### src/rtl/voq_dequeue_engine.sv
// VOQ dequeue engine: pops one descriptor per scheduler grant, streams the packet from the
// packet buffer to the crossbar, then releases its segments and reports queueing latency.
module voq_dequeue_engine #(
  parameter int unsigned EGRESS_CNT = 4,
  parameter int unsigned SEG_WORDS  = 16,
  parameter int unsigned ADDR_W     = 10 + $clog2(SEG_WORDS)
) (
  input  logic                          clk,
  input  logic                          reset,
  input  logic                          sched_valid,
  input  logic [$clog2(EGRESS_CNT)-1:0] sched_sel,
  output logic                          sched_ready,
  input  logic [EGRESS_CNT-1:0]         voq_is_empty,
  output logic                          voq_dequeue_en,
  output logic [$clog2(EGRESS_CNT)-1:0] voq_dequeue_sel,
  input  logic [31:0]                   meta_in,
  input  logic [10:0]                   time_stamp,
  output logic                          pkt_rd_en,
  output logic [ADDR_W-1:0]             pkt_rd_addr,
  input  logic [31:0]                   pkt_rd_data,
  output logic                          out_valid,
  input  logic                          out_ready,
  output logic [31:0]                   out_data,
  output logic                          out_sop,
  output logic                          out_eop,
  output logic [3:0]                    out_keep,
  output logic [$clog2(EGRESS_CNT)-1:0] out_egress,
  output logic                          free_en,
  output logic [9:0]                    free_addr,
  output logic                          lat_valid,
  output logic [10:0]                   lat_cycles
);

  localparam int unsigned SelW     = $clog2(EGRESS_CNT);
  localparam int unsigned SegShift = $clog2(SEG_WORDS);

  typedef enum logic [2:0] {StIdle, StDeq, StMeta, StStream, StDrain, StFree} state_e;

  typedef struct packed {
    logic [31:0] data;
    logic        sop;
    logic        eop;
    logic [3:0]  keep;
  } beat_t;

  state_e            state_q;
  logic              sched_ready_q;
  logic              deq_en_q;
  logic              free_en_q;
  logic              lat_valid_q;
  logic [SelW-1:0]   sel_q;
  logic [9:0]        seg_addr_q;
  logic [9:0]        free_addr_q;
  logic [1:0]        len_lo_q;
  logic [9:0]        words_q;
  logic [9:0]        rd_idx_q;
  logic [9:0]        push_idx_q;
  logic [10:0]       lat_q;
  logic              inflight_q;
  beat_t             fifo_q [2];
  logic [1:0]        cnt_q;

  logic              pop;
  logic              push;
  logic              rd_issue;
  logic [2:0]        occ;
  logic [3:0]        last_keep;
  beat_t             push_beat;
  logic [ADDR_W-1:0] base;
  logic [11:0]       len_round;

  always_comb begin
    pop  = (cnt_q != 2'd0) && out_ready;
    push = inflight_q;
    // Counting this cycle's pop keeps one read per cycle flowing under continuous ready.
    occ      = {1'b0, cnt_q} + {2'b00, inflight_q} - {2'b00, pop};
    rd_issue = (state_q == StStream) && (occ < 3'd2);

    last_keep = 4'b1111;
    case (len_lo_q)
      2'd1:    last_keep = 4'b0001;
      2'd2:    last_keep = 4'b0011;
      2'd3:    last_keep = 4'b0111;
      default: last_keep = 4'b1111;
    endcase

    push_beat.data = pkt_rd_data;
    push_beat.sop  = (push_idx_q == 10'd0);
    push_beat.eop  = (push_idx_q == words_q - 10'd1);
    push_beat.keep = push_beat.eop ? last_keep : 4'b1111;

    base      = ADDR_W'(seg_addr_q) << SegShift;
    len_round = {1'b0, meta_in[10:0]} + 12'd3;
  end

  assign sched_ready     = sched_ready_q;
  assign voq_dequeue_en  = deq_en_q;
  assign voq_dequeue_sel = sel_q;
  assign pkt_rd_en       = rd_issue;
  assign pkt_rd_addr     = base + ADDR_W'(rd_idx_q);
  assign out_valid       = (cnt_q != 2'd0);
  assign out_data        = fifo_q[0].data;
  assign out_sop         = fifo_q[0].sop;
  assign out_eop         = fifo_q[0].eop;
  assign out_keep        = fifo_q[0].keep;
  assign out_egress      = sel_q;
  assign free_en         = free_en_q;
  assign free_addr       = free_addr_q;
  assign lat_valid       = lat_valid_q;
  assign lat_cycles      = lat_q;

  always_ff @(posedge clk or negedge reset) begin
    if (!reset) begin
      state_q       <= StIdle;
      sched_ready_q <= 1'b0;
      deq_en_q      <= 1'b0;
      free_en_q     <= 1'b0;
      lat_valid_q   <= 1'b0;
      sel_q         <= '0;
      seg_addr_q    <= '0;
      free_addr_q   <= '0;
      len_lo_q      <= '0;
      words_q       <= '0;
      rd_idx_q      <= '0;
      lat_q         <= '0;
    end else begin
      deq_en_q    <= 1'b0;
      free_en_q   <= 1'b0;
      lat_valid_q <= 1'b0;
      case (state_q)
        StIdle: begin
          sched_ready_q <= 1'b1;
          // A grant to an empty VOQ is consumed here without any strobe.
          if (sched_ready_q && sched_valid && !voq_is_empty[sched_sel]) begin
            sel_q         <= sched_sel;
            deq_en_q      <= 1'b1;
            sched_ready_q <= 1'b0;
            state_q       <= StDeq;
          end
        end
        StDeq: state_q <= StMeta;
        StMeta: begin
          seg_addr_q  <= meta_in[31:22];
          len_lo_q    <= meta_in[1:0];
          words_q     <= len_round[11:2];
          rd_idx_q    <= '0;
          lat_valid_q <= 1'b1;
          lat_q       <= time_stamp - meta_in[21:11];
          if (meta_in[10:0] == 11'd0) begin
            free_en_q   <= 1'b1;
            free_addr_q <= meta_in[31:22];
            state_q     <= StFree;
          end else begin
            state_q <= StStream;
          end
        end
        StStream: begin
          if (rd_issue) begin
            rd_idx_q <= rd_idx_q + 10'd1;
            if (rd_idx_q == words_q - 10'd1) state_q <= StDrain;
          end
        end
        StDrain: begin
          if (cnt_q == 2'd0 && !inflight_q) begin
            free_en_q   <= 1'b1;
            free_addr_q <= seg_addr_q;
            state_q     <= StFree;
          end
        end
        StFree: begin
          sched_ready_q <= 1'b1;
          state_q       <= StIdle;
        end
        default: state_q <= StIdle;
      endcase
    end
  end

  // Two-entry shift FIFO; entry 0 is always the head presented on out_*.
  always_ff @(posedge clk or negedge reset) begin
    if (!reset) begin
      inflight_q <= 1'b0;
      push_idx_q <= '0;
      cnt_q      <= '0;
      fifo_q[0]  <= '0;
      fifo_q[1]  <= '0;
    end else begin
      inflight_q <= rd_issue;
      if (state_q == StMeta) begin
        push_idx_q <= '0;
      end else if (push) begin
        push_idx_q <= push_idx_q + 10'd1;
      end
      if (push && !pop) begin
        if (cnt_q == 2'd0) begin
          fifo_q[0] <= push_beat;
        end else begin
          fifo_q[1] <= push_beat;
        end
        cnt_q <= cnt_q + 2'd1;
      end else if (!push && pop) begin
        fifo_q[0] <= fifo_q[1];
        cnt_q     <= cnt_q - 2'd1;
      end else if (push && pop) begin
        if (cnt_q == 2'd1) begin
          fifo_q[0] <= push_beat;
        end else begin
          fifo_q[0] <= fifo_q[1];
          fifo_q[1] <= push_beat;
        end
      end
    end
  end

endmodule

### config.mk
export PLATFORM = sky130hd
export DESIGN_NAME = voq_dequeue_engine
export DESIGN_NICKNAME = d
export VERILOG_FILES = /design/src/rtl/voq_dequeue_engine.sv
export SDC_FILE = /design/constraint.sdc
export NUM_CORES = 1
export LEC_CHECK = 0
export BUFFER_PORTS_ARGS = -buffer_cell sky130_fd_sc_hd__buf_4
export CORE_MARGIN = 5
export CORE_UTILIZATION = 45
export DETAILED_ROUTE_END_ITERATION = 8
export HOLD_SLACK_MARGIN = 0.03
export PLACE_DENSITY = 0.79
export SKIP_CTS_REPAIR_TIMING = 1
export SYNTH_ARGS = -nofsm -noshare
export SYNTH_HDL_FRONTEND = slang
export SYNTH_SLANG_ARGS = --single-unit
### constraint.sdc
create_clock -name clk -period 3 [get_ports clk]
set_input_delay 0.45 -clock clk [delete_from_list [all_inputs] [get_ports clk]]
set_output_delay 0.45 -clock clk [all_outputs]
set_load 0.01 [all_outputs]
# --- Word level (Yosys, flattened, before mapping) ---
# Index checks and enable logic that the tools add are counted.
op_classes:
  add_sub_neg: 10
  magnitude_cmp: 2
  n_eq_ne: 20
  muxes: 35
  n_reduce_logical: 29
ops:
  columns: ["op", "count"]
  rows:
  - ["2-to-1 mux 38 bit", 6]
  - ["2-to-1 mux 76 bit", 2]
  - ["2-to-1 mux 10 bit", 5]
  - ["case mux 10 bit (2 select lines)", 2]
  - ["adder 10 x 1 -> 10 bit, second input constant", 2]
  - ["equality test 10 bit", 2]
  - ["!= test 2 bit, second input constant", 8]
  - ["2-to-1 mux 3 bit", 5]
  - ["case mux 3 bit (5 select lines)", 1]
  - ["adder 14 x 10 -> 14 bit", 1]
  - ["nonzero test 2 bit", 7]
  - ["adder 11 x 2 -> 12 bit, second input constant", 1]
  - ["case mux 4 bit (3 select lines)", 1]
  - ["zero test 11 bit", 1]
  - ["subtractor 11 bit", 1]
  - ["zero test 10 bit", 1]
  - ["subtractor 10 x 1 -> 10 bit, second input constant", 1]
  - ["logical AND 1 bit", 8]
  - ["AND reduction 4 bit", 2]
  - ["2-to-1 mux 1 bit", 7]
  - ["equality test 3 x 2 -> 1 bit, second input constant", 2]
  - ["equality test 3 bit, second input constant", 2]
  - ["AND reduction 2 bit", 3]
  - ["equality test 2 x 1 -> 1 bit, second input constant", 2]
  - ["18 further kinds", 23]
totals:
  reg_bits: 151
  in_bits: 85
  out_inout_bits: 83
  word_cells: 119

# --- Longest topological paths before layout ---
# Gate-level depths: netlist (run 1).
logic_depth:
  word_depth: 7
  depth_mapped: 14

# --- Worst setup path after synthesis (run 1) ---
# No wires, ideal clock.
synth_path:
  kind: "register to register"
  from: "register cnt_q[1]"
  to: "register rd_idx_q[7]"
  setup_time_ps: 132
  arrival_time_ps: 2878
  required_ps: 2868
  slack_ps: -10
  path_stages_with_launch: 15
  path_buffers: 0
  synth_period_minus_slack_ps: 3010
  path_cell_list: "dfrtp_1 inv_1 ha_1 inv_1 nand2_1 inv_1 ha_1 nand2b_1 fa_1 xnor2_1 nand2_1 a211oi_1 and3_1 xnor2_1 nor2_1"
synth_between:
  elab_chain_len: 7
  elab_cells_between_ends: 8
  cone_classes: "2 x add/sub; 1 x order compare; 1 x eq/ne; 4 x reduce/logical"
synth_lines:
  columns: ["item", "line", "source"]
  rows:
  - ["start, declared", "61", "logic [1:0] cnt_q;"]
  - ["start signal, assigned", "200", "cnt_q <= cnt_q + 2'd1;"]
  - ["start signal, assigned", "203", "cnt_q <= cnt_q - 2'd1;"]
  - ["nonzero test 2 bit", null, null]
  - ["named net out_valid", "21", "output logic out_valid,"]
  - ["logical AND 1 bit", "73", "pop = (cnt_q != 2'd0) && out_ready;"]
  - ["subtractor 3 x 1 -> 3 bit", "76", "occ = {1'b0, cnt_q} + {2'b00, inflight_q} - {2'b00, pop};"]
  - ["less-than comparator 3 x 2 -> 1 bit", "77", "rd_issue = (state_q == StStream) && (occ < 3'd2);"]
  - ["logical AND 1 bit", "77", null]
  - ["!= test 2 bit (no line)", null, null]
  - ["AND reduction 2 bit (no line)", null, null]
  - ["end signal, assigned", "159", "rd_idx_q <= rd_idx_q + 10'd1;"]
  - ["end, declared", "56", "logic [9:0] rd_idx_q;"]
# The timed path passes the listed nets, and every way through them passes these cells.
# A chain may end at the register's enable or synchronous reset.

# --- Worst setup path after layout (run 1) ---
layout_path:
  from: "register cnt_q[0]"
  to: "output port pkt_rd_en"
layout_between:
  elab_chain_len: 5
  elab_cells_between_ends: 6
  cone_classes: "2 x add/sub; 1 x order compare; 3 x reduce/logical"
layout_lines:
  columns: ["item", "line", "source"]
  rows:
  - ["parallel branches: the longest is 2 deep, another holds adder 2 x 1 -> 3 bit", null, null]
  - ["subtractor 3 x 1 -> 3 bit *", "76", null]
  - ["less-than comparator 3 x 2 -> 1 bit *", "77", null]
  - ["logical AND 1 bit *", "77", null]
  - ["end, declared", "18", "output logic pkt_rd_en,"]
# Mark *: on every way between the ends.

==> results of run 1 <==
metal layers:
metal / up-vias / wire length [um] / GRT usage
li1: 3122 / - / -
met5: - / 0 / 0
met1: 3034 / 8140 / 0.230
met2: 181 / 8890 / 0.281
met4: 0 / 195 / 0.0490
met3: 15 / 1400 / 0.0598
per-stage QoR:
stage	setup WS (ns)	cells	cell area (um2)
3_5_place_dp	-0.0281	1178	9580
3_3_place_gp	0.132	1178	9580
2_1_floorplan	0.0725	844	8280
4_1_cts	-0.382	1210	10200
5_1_grt	-0.171	1218	10400
6_report	-0.0510	1218	10400
cells in the mapped netlist, types with 7 or more instances:
cell type                    n
sky130_fd_sc_hd__a21oi_1    14
sky130_fd_sc_hd__a31oi_1    11
sky130_fd_sc_hd__and3_1     10
sky130_fd_sc_hd__buf_4      42
sky130_fd_sc_hd__clkbuf_1   30
sky130_fd_sc_hd__dfrtp_1   151
sky130_fd_sc_hd__ha_1       28
sky130_fd_sc_hd__inv_1      40
sky130_fd_sc_hd__mux2_2     38
sky130_fd_sc_hd__mux2i_1    46
sky130_fd_sc_hd__nand2_1   122
sky130_fd_sc_hd__nand3_1    11
sky130_fd_sc_hd__nand4_1     7
sky130_fd_sc_hd__nor2_1     42
sky130_fd_sc_hd__nor3_1     11
sky130_fd_sc_hd__nor4_1      8
sky130_fd_sc_hd__o21ai_0    79
sky130_fd_sc_hd__xnor2_1    32
sky130_fd_sc_hd__xor2_1     26
final cells by class:
type / instances / area [um2] / share of cell area
clock buffers: 18 / 429 / 0.0414
well taps: 229 / 287 / 0.0276
flip-flops and latches: 151 / 3780 / 0.365
clock inverters: 14 / 190 / 0.0183
repair buffers: 194 / 1520 / 0.146
multi-input cells: 571 / 4010 / 0.387
inverters: 41 / 159 / 0.0153
critical path, delay by kind of cell, from the launching register on:
kind                     cells  cell delay, ns
adder cells (fa/ha/maj)      3            0.95
AND/OR/NAND/NOR              4            0.51
flip-flops                   1            0.41
buffers and inverters        4            0.32
logic make-up after synthesis:
group / Yosys count / share of synthesized area
XOR/XNOR: 59 / 0.0641
AO/OA/AOI/OAI: 149 / 0.108
flip-flops: 151 / 0.457
AND/OR/NAND/NOR: 248 / 0.139
adder cells (fa/ha/maj): 31 / 0.0496
buffers and inverters: 122 / 0.0756
multiplexers: 84 / 0.107
worst paths after layout:
| path | start | to | slack (ns) | cells after the start |
|---|---|---|---|---|
| worst max register to register | cnt_q[0] | rd_idx_q[7] | 0.10 | 14 |
| worst min register to register | fifo_q[0] | fifo_q[0] | 0.48 | 1 |
| min in group asynchronous | reset | out_data[30] | 0.48 | 2 |
| worst min-delay path | meta_in[31] | seg_addr_q[9] | 0.22 | 3 |
| worst max-delay path | cnt_q[0] | pkt_rd_en | -0.05 | 11 |
| max in group asynchronous | reset | out_data[2] | 1.77 | 3 |
placed cells by master, fill, tap and decap left out, types with 10 or more instances in the layout:
cell                        count
sky130_fd_sc_hd__a21oi_1       11
sky130_fd_sc_hd__a31oi_1       11
sky130_fd_sc_hd__and3_1        10
sky130_fd_sc_hd__buf_4        187
sky130_fd_sc_hd__clkbuf_16     17
sky130_fd_sc_hd__dfrtp_1      149
sky130_fd_sc_hd__ha_1          26
sky130_fd_sc_hd__inv_1         36
sky130_fd_sc_hd__mux2_2        38
sky130_fd_sc_hd__mux2i_1       46
sky130_fd_sc_hd__nand2_1      120
sky130_fd_sc_hd__nand3_1       11
sky130_fd_sc_hd__nor2_1        42
sky130_fd_sc_hd__nor3_1        10
sky130_fd_sc_hd__o21ai_0       77
sky130_fd_sc_hd__xnor2_1       31
sky130_fd_sc_hd__xor2_1        25
power by group:
group | internal, W | switching [W]
logic | 0.00225 | 0.00211
clock network | 0.00134 | 0.000915
registers | 0.00281 | 0.000689
sequential cells by signal, indices dropped and copies added, names as in the netlist, 2 cells and up:
signal and flops:
out_egress 2, lat_cycles 11, words_q 10, state_q 3
push_idx_q 10, out_keep 4, seg_addr_q 10, fifo_q 38
cnt_q 2, rd_idx_q 10, out_data 32, free_addr 10
len_lo_q 2
==> run summary, run 1 <==
=====================================================================================
Maximum clock skew at final layout .....................................   0.00951 ns
Smallest hold slack ....................................................     0.223 ns
Crit Path Max Fanout ...................................................            3
Wire length of the first global-routing pass ...........................    31,600 um
Startpoint kind of the worst setup timing path .........................     register
Final setup margin .....................................................   -0.0510 ns
Async SR Flop Fraction .................................................         1.00
Clock root buffer ...................................................... sky130_fd_sc_hd__clkbuf_16
Crit path max-delay cell type .......................................... sky130_fd_sc_hd__fa_2
Tot GR Track Use .......................................................        0.176
Post-synthesis net count ...............................................          960
Post-DR wirelength/cell ................................................      15.3 um
Antenna cell count .....................................................            0
Register area share after synthesis ....................................        0.457
First DRT Iteration DRCs ...............................................          286
Post-Synthesis Cells ...................................................          844
Layout cells sized above 1 .............................................        0.299
Post-synthesis cell type with the largest combined area ................ sky130_fd_sc_hd__dfrtp_1
Required time at the worst-slack endpoint ..............................      2.55 ns
DRC Markers ............................................................            0
Port Buffers ...........................................................          167
CTS tree ...............................................................        built
CP max stage delay .....................................................      0.60 ns
Count of flip-flops with a built-in enable after synthesis .............            0
Growth of design area from synthesis to finish .........................        25.3%
Avg Cell Area, Syn .....................................................     9.81 um2
Crit-path cells ........................................................ inv_2, ha_4, inv_4, nand2_4, inv_4, ha_4, nand2b_4, fa_2, nand2_2, nor3_4, buf_6
Number of buffers inserted during clock tree synthesis .................           17
Data arrival time of the critical path .................................      2.60 ns
Most used flip-flop cell after synthesis ............................... sky130_fd_sc_hd__dfrtp_1
Maximum achievable frequency ...........................................      328 MHz
Total of max-cap violations ............................................            0
Number of synthesized register bits ....................................          151
Clock-pin slew of the registers on the worst-case setup and hold paths .      0.07 ns
Number of cell rows ....................................................           49
Count of filler cells inserted in the layout ...........................        1,537
Power Dens Cells .......................................................   975 mW/mm2
Max clock buf depth ....................................................            2
Worst setup path category .............................................. register to primary output
Maximum number of pins on one net before global-route repair ...........           55
Final total power ......................................................     0.0101 W
Horiz. Die Dim .........................................................       146 um
Number of clock sinks seen by CTS ......................................          151
Setup repair after global routing missed its margin ....................         true
Violated checks ........................................................ negative setup slack
Post-Route Setup TNS ...................................................   -0.0510 ns
Congestion Overflow GR .................................................            0
Clock H-tree levels ....................................................            4
Number of vias per cell ................................................         5.22
Residual antenna-violating net count after detailed routing ............            0
Number of antenna violations at the first check in global routing ......            0
CORE AREA ..............................................................   0.0180 mm2
Detailed-route via count ...............................................        6,352
Initial Util ...........................................................        0.459
Worst IR Drop VDD ......................................................     0.597 mV
Netlist area before placement ..........................................  0.00828 mm2
Overall routed net length ..............................................    18,600 um
Final count of pins violating max slew .................................            0
Leakage dissipation ....................................................      4.91 nW
Core Util, Final .......................................................        0.575
Clock period minus final worst setup slack .............................      3.05 ns
Status ................................................................. finished with violations
Number of failing hold endpoints at the final stage ....................            0
Detail Placement HPWL ..................................................    13,600 um
Vias in the first global route .........................................        6,421
Post-synth top area share ..............................................        0.457
Number of nets in the layout ...........................................        1,092
First-pass iteration count of the detailed router ......................            4
Normalized max-slew margin .............................................        0.207
I/O pin cnt ............................................................          168
Count of cell types in the netlist .....................................           64
Worst Max-Slew Pin Slew ................................................      1.19 ns
Count of final setup violators .........................................            1
Insertion delay of the later-clocked pin in the worst-skew pair ........      0.42 ns
Largest cells by area after synthesis .................................. sky130_fd_sc_hd__dfrtp_1 46%, sky130_fd_sc_hd__mux2i_1 5.6%, sky130_fd_sc_hd__nand2_1 5.5%, sky130_fd_sc_hd__mux2_2 5.2%, sky130_fd_sc_hd__o21ai_0 4.8%
Count of synthesis-stage warnings from yosys ...........................            0
Final clock period utilization by the worst path .......................         1.02
Vertical die dimension .................................................       146 um
Die Outline Area .......................................................   0.0212 mm2
Type of element capturing the critical path ............................ primary output
Worst hold path class .................................................. input port to register
Final Wtd Congestion ...................................................        0.859
=====================================================================================
Note: power is estimated with default switching activity, not from simulation.
==> run 2, diff against run 1 <==
CORE_UTILIZATION = 40   (was 45)
PLACE_DENSITY = 0.73   (was 0.79)
REMOVE_ABC_BUFFERS = 1   (was default)
SETUP_SLACK_MARGIN = 0.4   (was default)
==> run 2 against run 1 <==
The flow finishes with violations (negative hold slack, negative setup slack). Critical path depth did not move. Via count grew 0.36%. Cell count is 3.9% higher. Clock skew rose by 0.0047 ns. Critical path type unchanged.
==> run summary, run 2 (synthesis results as in run 1) <==
=====================================================================================
Maximum achievable frequency ...........................................      330 MHz   +0.79%
Overall routed net length ..............................................    19,300 um   +3.8%
Net switching share of the total power .................................        0.379   +0.0121
Most common cell after layout, fill and taps aside ..................... sky130_fd_sc_hd__buf_4
Met2 track demand over resource ........................................        0.250   -0.0311
Crit Path Max Fanout ...................................................            3   unchanged
CORE AREA ..............................................................   0.0203 mm2   +13%
DRC Markers ............................................................            0   unchanged
Met3 global-route usage ................................................       0.0585   -0.00133
Smallest hold slack ....................................................  -0.00256 ns   -0.226 ns
Antenna cell count .....................................................            0   unchanged
Clock root buffer ...................................................... sky130_fd_sc_hd__clkbuf_16
Final count of pins violating max slew .................................            0   unchanged
Commonest cells after routing, fill and taps aside ..................... 194 x sky130_fd_sc_hd__buf_4, 150 x sky130_fd_sc_hd__dfrtp_1, 120 x sky130_fd_sc_hd__nand2_1
Crit-path cells ........................................................ inv_2, ha_4, inv_4, nand2_4, inv_4, ha_4, nand2b_4, fa_2, nand2_2, nor3_4, buf_6
Worst path bufs/invs ...................................................            4   unchanged
Maximum clock skew at final layout .....................................    0.0142 ns   +0.00471 ns
Clock period minus final worst setup slack .............................      3.03 ns   -0.0240 ns
Final clock period utilization by the worst path .......................         1.01   -0.00799
Clock H-tree levels ....................................................            4   unchanged
Post-DR wirelength/cell ................................................      15.3 um   -0.10%
Leakage dissipation ....................................................      4.94 nW   +0.55%
Share of power burned in the clock network .............................        0.200   -0.023
Psw ....................................................................    0.00379 W   +2.1%
Status ................................................................. finished with violations
Setup repair after global routing missed its margin ....................         true
Final setup margin .....................................................   -0.0270 ns   +0.0240 ns
Max clock buf depth ....................................................            2   unchanged
Count of filler cells inserted in the layout ...........................        1,809   +18%
Number of vias per cell ................................................         5.04   -3.4%
Biggest register .......................................................       fifo_q
Post-Route Setup TNS ...................................................   -0.0270 ns   +0.0240 ns
Startpoint kind of the worst setup timing path .........................     register
Worst IR Drop VDD ......................................................     0.574 mV   -3.8%
CP max stage delay .....................................................      0.59 ns   about the same
Number of cell rows ....................................................           52   +6.1%
Worst hold path class .................................................. input port to async pin
Number of antenna violations at the first check in global routing ......            0   unchanged
First DRT Iteration DRCs ...............................................          304   +6.3%
Crit path max-delay cell type .......................................... sky130_fd_sc_hd__fa_2
Normalized max-slew margin .............................................        0.570   +0.363
Cell area reported after detailed placement ............................  0.00967 mm2   +0.95%
Count of placed standard cells including taps ..........................        1,225   +4.0%
Final Wtd Congestion ...................................................        0.847   -1.4%
Final total power ......................................................     0.0100 W   -1.2%
I/O pin cnt ............................................................          168   unchanged
Number of failing hold endpoints at the final stage ....................            1   +1
Power Internal .........................................................    0.00621 W   -3.1%
Detailed-route via count ...............................................        6,375   +0.36%
Insertion delay of the later-clocked pin in the worst-skew pair ........      0.43 ns   about the same
Data arrival time of the critical path .................................      2.58 ns   -0.02 ns
Cell type group with the largest total delay on the critical path ......  adder cells
Fin area ...............................................................   0.0105 mm2   +1.5%
Number of nets in the layout ...........................................        1,100   +0.73%
Final standard cell count with taps included and fillers excluded ......        1,266   +3.9%
Residual antenna-violating net count after detailed routing ............            0   unchanged
Horiz. Die Dim .........................................................       154 um   +5.6%
Die Outline Area .......................................................   0.0237 mm2   +12%
Worst Max-Slew Pin Slew ................................................     0.644 ns   -0.542 ns
CTS tree ...............................................................        built
Layout cells sized above 1 .............................................        0.320   +0.0210
Power Dens Cells .......................................................   949 mW/mm2   -2.7%
Count of final setup violators .........................................            1   unchanged
First-pass iteration count of the detailed router ......................            5   +1
Tot GR Track Use .......................................................        0.160   -0.0164
Wire length of the first global-routing pass ...........................    31,100 um   -1.6%
Initial Util ...........................................................        0.408   -0.0514
Congestion Overflow GR .................................................            0   unchanged
Number of clock sinks seen by CTS ......................................          151   unchanged
Clock-pin slew of the registers on the worst-case setup and hold paths .      0.07 ns   about the same
Violated checks ........................................................ negative hold slack, negative setup slack
Core Util, Final .......................................................        0.519   -0.0567
Worst setup path category .............................................. register to primary output
Growth of design area from synthesis to finish .........................        27.3%
Port Buffers ...........................................................          167   unchanged
Detail Placement HPWL ..................................................    13,900 um   +1.7%
Vias in the first global route .........................................        6,080   -5.3%
Met1 usage .............................................................        0.212   -0.0180
Area of combinational cells with multiple inputs .......................  0.00413 mm2   +3.0%
Combined flip-flop and latch cell area .................................  0.00378 mm2   about the same
Maximum number of pins on one net before global-route repair ...........           68   +24%
Vertical die dimension .................................................       154 um   +5.6%
Part of the total power dissipated in combinational logic ..............        0.453   +0.022
Number of flip-flops in the largest register ...........................           38   unchanged
Required time at the worst-slack endpoint ..............................      2.55 ns   about the same
Total of max-cap violations ............................................            0   unchanged
Type of element capturing the critical path ............................ primary output
Number of buffers inserted during clock tree synthesis .................           17   unchanged
Flop pwr share .........................................................        0.347   about the same
Most Used Layer, Global Route ..........................................         met2
=====================================================================================
run 2: path summary, 6_finish.rpt:
check                            startpoint       endpoint  depth (start not counted)  slack (ns)
worst max-delay path               cnt_q[1]      pkt_rd_en                         11       -0.03
worst min-delay path                  reset    out_data[6]                          1      -0.003
worst max register to register     cnt_q[1]    rd_idx_q[5]                         15        0.22
worst min register to register    fifo_q[0]      fifo_q[0]                          1        0.47
max in group asynchronous             reset    rd_idx_q[5]                          2        2.19
min in group clk                meta_in[30]  seg_addr_q[8]                          3        0.23
run 2: layout make-up:
type / count / share of cell area
flip-flops and latches: 151 / 0.359
clock inverters: 14 / 0.0110
repair buffers: 202 / 0.150
inverters: 41 / 0.0151
multi-input cells: 571 / 0.392
well taps: 270 / 0.0321
clock buffers: 17 / 0.0404
run 2: stage by stage:
stage | hold WS [ns] | worst slack, ns
after global routing | 0.0392 | -0.156
final | -0.00256 | -0.0270
after floorplan | 0.154 | -2.24
after detailed placement | 0.457 | -0.0313
after CTS | 0.0176 | -0.493
after global placement | 0.453 | 0.0628
run 2: metal layers:
metal,vias to the layer above,share of wire
li1,3132,-
met1,3027,0.45
met2,202,0.46
met3,14,0.083
met4,0,0.0079
met5,-,0
run 2: power groups by stage:
stage               Combinational, W  Clock, W  Sequential [W]
finish                       0.00453   0.00200         0.00347
global route                 0.00500   0.00215         0.00358
CTS                          0.00422   0.00206         0.00345
detailed placement           0.00419         0         0.00348
global placement             0.00410         0         0.00344
floorplan                    0.00251         0         0.00351
==> run 3, diff against run 2 <==
BUFFER_PORTS_ARGS = default   (was -buffer_cell sky130_fd_sc_hd__buf_4)
DONT_BUFFER_PORTS = 1   (was default)
PLACE_DENSITY = 0.65   (was 0.73)
==> run 3 against run 2 <==
The flow still finishes with violations (negative hold slack, negative setup slack). Power down 5.1%. Global-route usage down 0.69 points. Critical path depth up 2. Die area unchanged. Clock power up 7%.
==> run summary, run 3 (synthesis results as in run 1) <==
=====================================================================================
Wire length of the first global-routing pass ...........................    29,600 um   -4.7%
Worst hold path class .................................................. input port to async pin
Smallest hold slack ....................................................    -0.290 ns   -0.287 ns
Crit-path cells ........................................................ inv_2, ha_4, inv_2, nand2_2, inv_2, ha_4, nand2b_4, fa_2, xnor2_2, nand2_4, buf_6, nor3_2, buf_4
Number of nets in the layout ...........................................          934   -15%
Total routed wire length on the met1 layer .............................      8560 um   -1.5%
Congestion Overflow GR .................................................            0   unchanged
Data arrival time of the critical path .................................      2.71 ns   +0.13 ns
Highest routed metal layer .............................................         met4
Initial Util ...........................................................        0.408   unchanged
Status ................................................................. finished with violations
Cell type group with the largest total delay on the critical path ......  adder cells
Residual antenna-violating net count after detailed routing ............            0   unchanged
Port Buffers ...........................................................            0   -100%
Number of clock sinks seen by CTS ......................................          151   unchanged
Number of failing hold endpoints at the final stage ....................          151   +150
Detail Placement HPWL ..................................................    12,700 um   -8.0%
Number of flip-flops in the largest register ...........................           38   unchanged
Normalized max-slew margin .............................................        0.543   -0.0266
DRC Markers ............................................................            0   unchanged
Growth of design area from synthesis to finish .........................        12.7%
Number of vias per cell ................................................         5.22   +3.7%
Leakage dissipation ....................................................      4.13 nW   -16%
Power Dens Cells .......................................................  1020 mW/mm2   +7.2%
Total of max-cap violations ............................................            0   unchanged
Worst path bufs/invs ...................................................            5   +1
Combined flip-flop and latch cell area .................................  0.00378 mm2   about the same
Maximum achievable frequency ...........................................      316 MHz   -4.2%
Overall routed net length ..............................................    18,700 um   -3.5%
Count of final setup violators .........................................            1   unchanged
Die Outline Area .......................................................   0.0237 mm2   unchanged
Horiz. Die Dim .........................................................       154 um   unchanged
Type of element capturing the critical path ............................ primary output
Insertion delay of the later-clocked pin in the worst-skew pair ........      0.43 ns   about the same
Antenna cell count .....................................................            0   unchanged
Max clock buf depth ....................................................            2   unchanged
First DRT Iteration DRCs ...............................................          350   +15%
Clock-pin slew of the registers on the worst-case setup and hold paths .      0.07 ns   about the same
CTS tree ...............................................................        built
Worst IR Drop VDD ......................................................     0.552 mV   -3.9%
Setup repair after global routing missed its margin ....................         true
Clock period minus final worst setup slack .............................      3.16 ns   +0.134 ns
Clock H-tree levels ....................................................            4   unchanged
Post-DR wirelength/cell ................................................      16.9 um   +11%
Area of combinational cells with multiple inputs .......................  0.00420 mm2   +1.6%
Biggest register .......................................................       fifo_q
Commonest cells after routing, fill and taps aside ..................... 149 x sky130_fd_sc_hd__dfrtp_1, 119 x sky130_fd_sc_hd__nand2_1, 75 x sky130_fd_sc_hd__o21ai_0
First-pass iteration count of the detailed router ......................            4   -1
Final count of pins violating max slew .................................            0   unchanged
Final setup margin .....................................................    -0.161 ns   -0.134 ns
Maximum clock skew at final layout .....................................    0.0104 ns   -0.00383 ns
Final Wtd Congestion ...................................................        0.828   -2.2%
Number of antenna violations at the first check in global routing ......            0   unchanged
Startpoint kind of the worst setup timing path .........................     register
Detailed-route via count ...............................................        5,747   -9.9%
Vertical die dimension .................................................       154 um   unchanged
Most common cell after layout, fill and taps aside ..................... sky130_fd_sc_hd__dfrtp_1
Cell occurring most often along the worst timing path .................. sky130_fd_sc_hd__inv_2
Layout cells sized above 1 .............................................        0.193   -0.128
Violated checks ........................................................ negative hold slack, negative setup slack
I/O pin cnt ............................................................          168   unchanged
Required time at the worst-slack endpoint ..............................      2.55 ns   about the same
Maximum number of pins on one net before global-route repair ...........          152   +120%
Routed wl met3 .........................................................      1690 um   +5.0%
CORE AREA ..............................................................   0.0203 mm2   unchanged
Fin area ...............................................................  0.00933 mm2   -11%
CP max stage delay .....................................................      0.41 ns   -0.18 ns
Vias in the first global route .........................................        5,680   -6.6%
Worst Max-Slew Pin Slew ................................................     0.678 ns   +0.0341 ns
Clock root buffer ...................................................... sky130_fd_sc_hd__clkbuf_16
Number of cell rows ....................................................           52   unchanged
Crit path max-delay cell type .......................................... sky130_fd_sc_hd__dfrtp_1
Worst setup path category .............................................. register to primary output
Detailed route wirelength on metal2 ....................................      8250 um   -7.1%
Final clock period utilization by the worst path .......................         1.05   +0.0448
Post-Route Setup TNS ...................................................    -0.161 ns   -0.134 ns
Crit Path Max Fanout ...................................................            4   +1
Count of filler cells inserted in the layout ...........................        1,902   +5.1%
Cell area reported after detailed placement ............................  0.00837 mm2   -13%
Number of buffers inserted during clock tree synthesis .................           17   unchanged
Tot GR Track Use .......................................................        0.153   -0.00688
=====================================================================================
[run 3: cell types whose count changed in the layout (fill, tap and decap cells not counted), moves of 3 or more]
| cell | delta |
|---|---|
| sky130_fd_sc_hd__buf_4 | -161 |
| sky130_fd_sc_hd__clkinv_4 | +3 |
| sky130_fd_sc_hd__o21ai_1 | -3 |
| sky130_fd_sc_hd__buf_6 | -3 |
| sky130_fd_sc_hd__clkbuf_1 | +3 |
| sky130_fd_sc_hd__buf_12 | -3 |
| sky130_fd_sc_hd__xor2_1 | -3 |
| sky130_fd_sc_hd__inv_6 | -3 |
[run 3: power breakdown]
| group | internal (W) | switching, W |
|---|---|---|
| combinational | 0.00180 | 0.00186 |
| sequential | 0.00281 | 0.000879 |
| clock | 0.00124 | 0.000898 |
| total | 0.00585 | 0.00364 |
[run 3: layer usage]
metal	GRT usage	vias to the layer above
li1	-	2800
met1	0.202	2769
met2	0.230	166
met3	0.0734	12
met4	0.0345	0
met5	0	-
[run 3: path summary, 6_finish.rpt]
kind,from,to,slack [ns],cells after the start
setup reg to reg,cnt_q[0],state_q[0],0.02,15
max in group asynchronous,reset,rd_idx_q[5],3.07,0
hold reg to reg,fifo_q[0],fifo_q[0],0.48,1
hold / removal,reset,out_data[16],-0.29,0
min in group clk,meta_in[31],seg_addr_q[9],0.13,2
setup / recovery,cnt_q[0],pkt_rd_en,-0.16,13
[run 3: per-stage QoR]
step	cells	power (W)	setup WS [ns]	util
after floorplan	763	0.00602	-2.24	-
after global placement	1057	0.00683	0.118	0.412
after detailed placement	1057	0.00693	0.0273	0.412
after CTS	1089	0.00910	-0.402	0.441
after global routing	1101	0.0102	-0.292	0.460
final	1101	0.00949	-0.161	0.460
[run 3: final cells by class]
class                      instances  share of cell area
multi-input combinational        572               0.450
sequential                       151               0.405
clock buffer                      20              0.0468
tap                              270              0.0362
timing repair buffer              35              0.0299
inverter                          41              0.0165
clock inverter                    12              0.0152
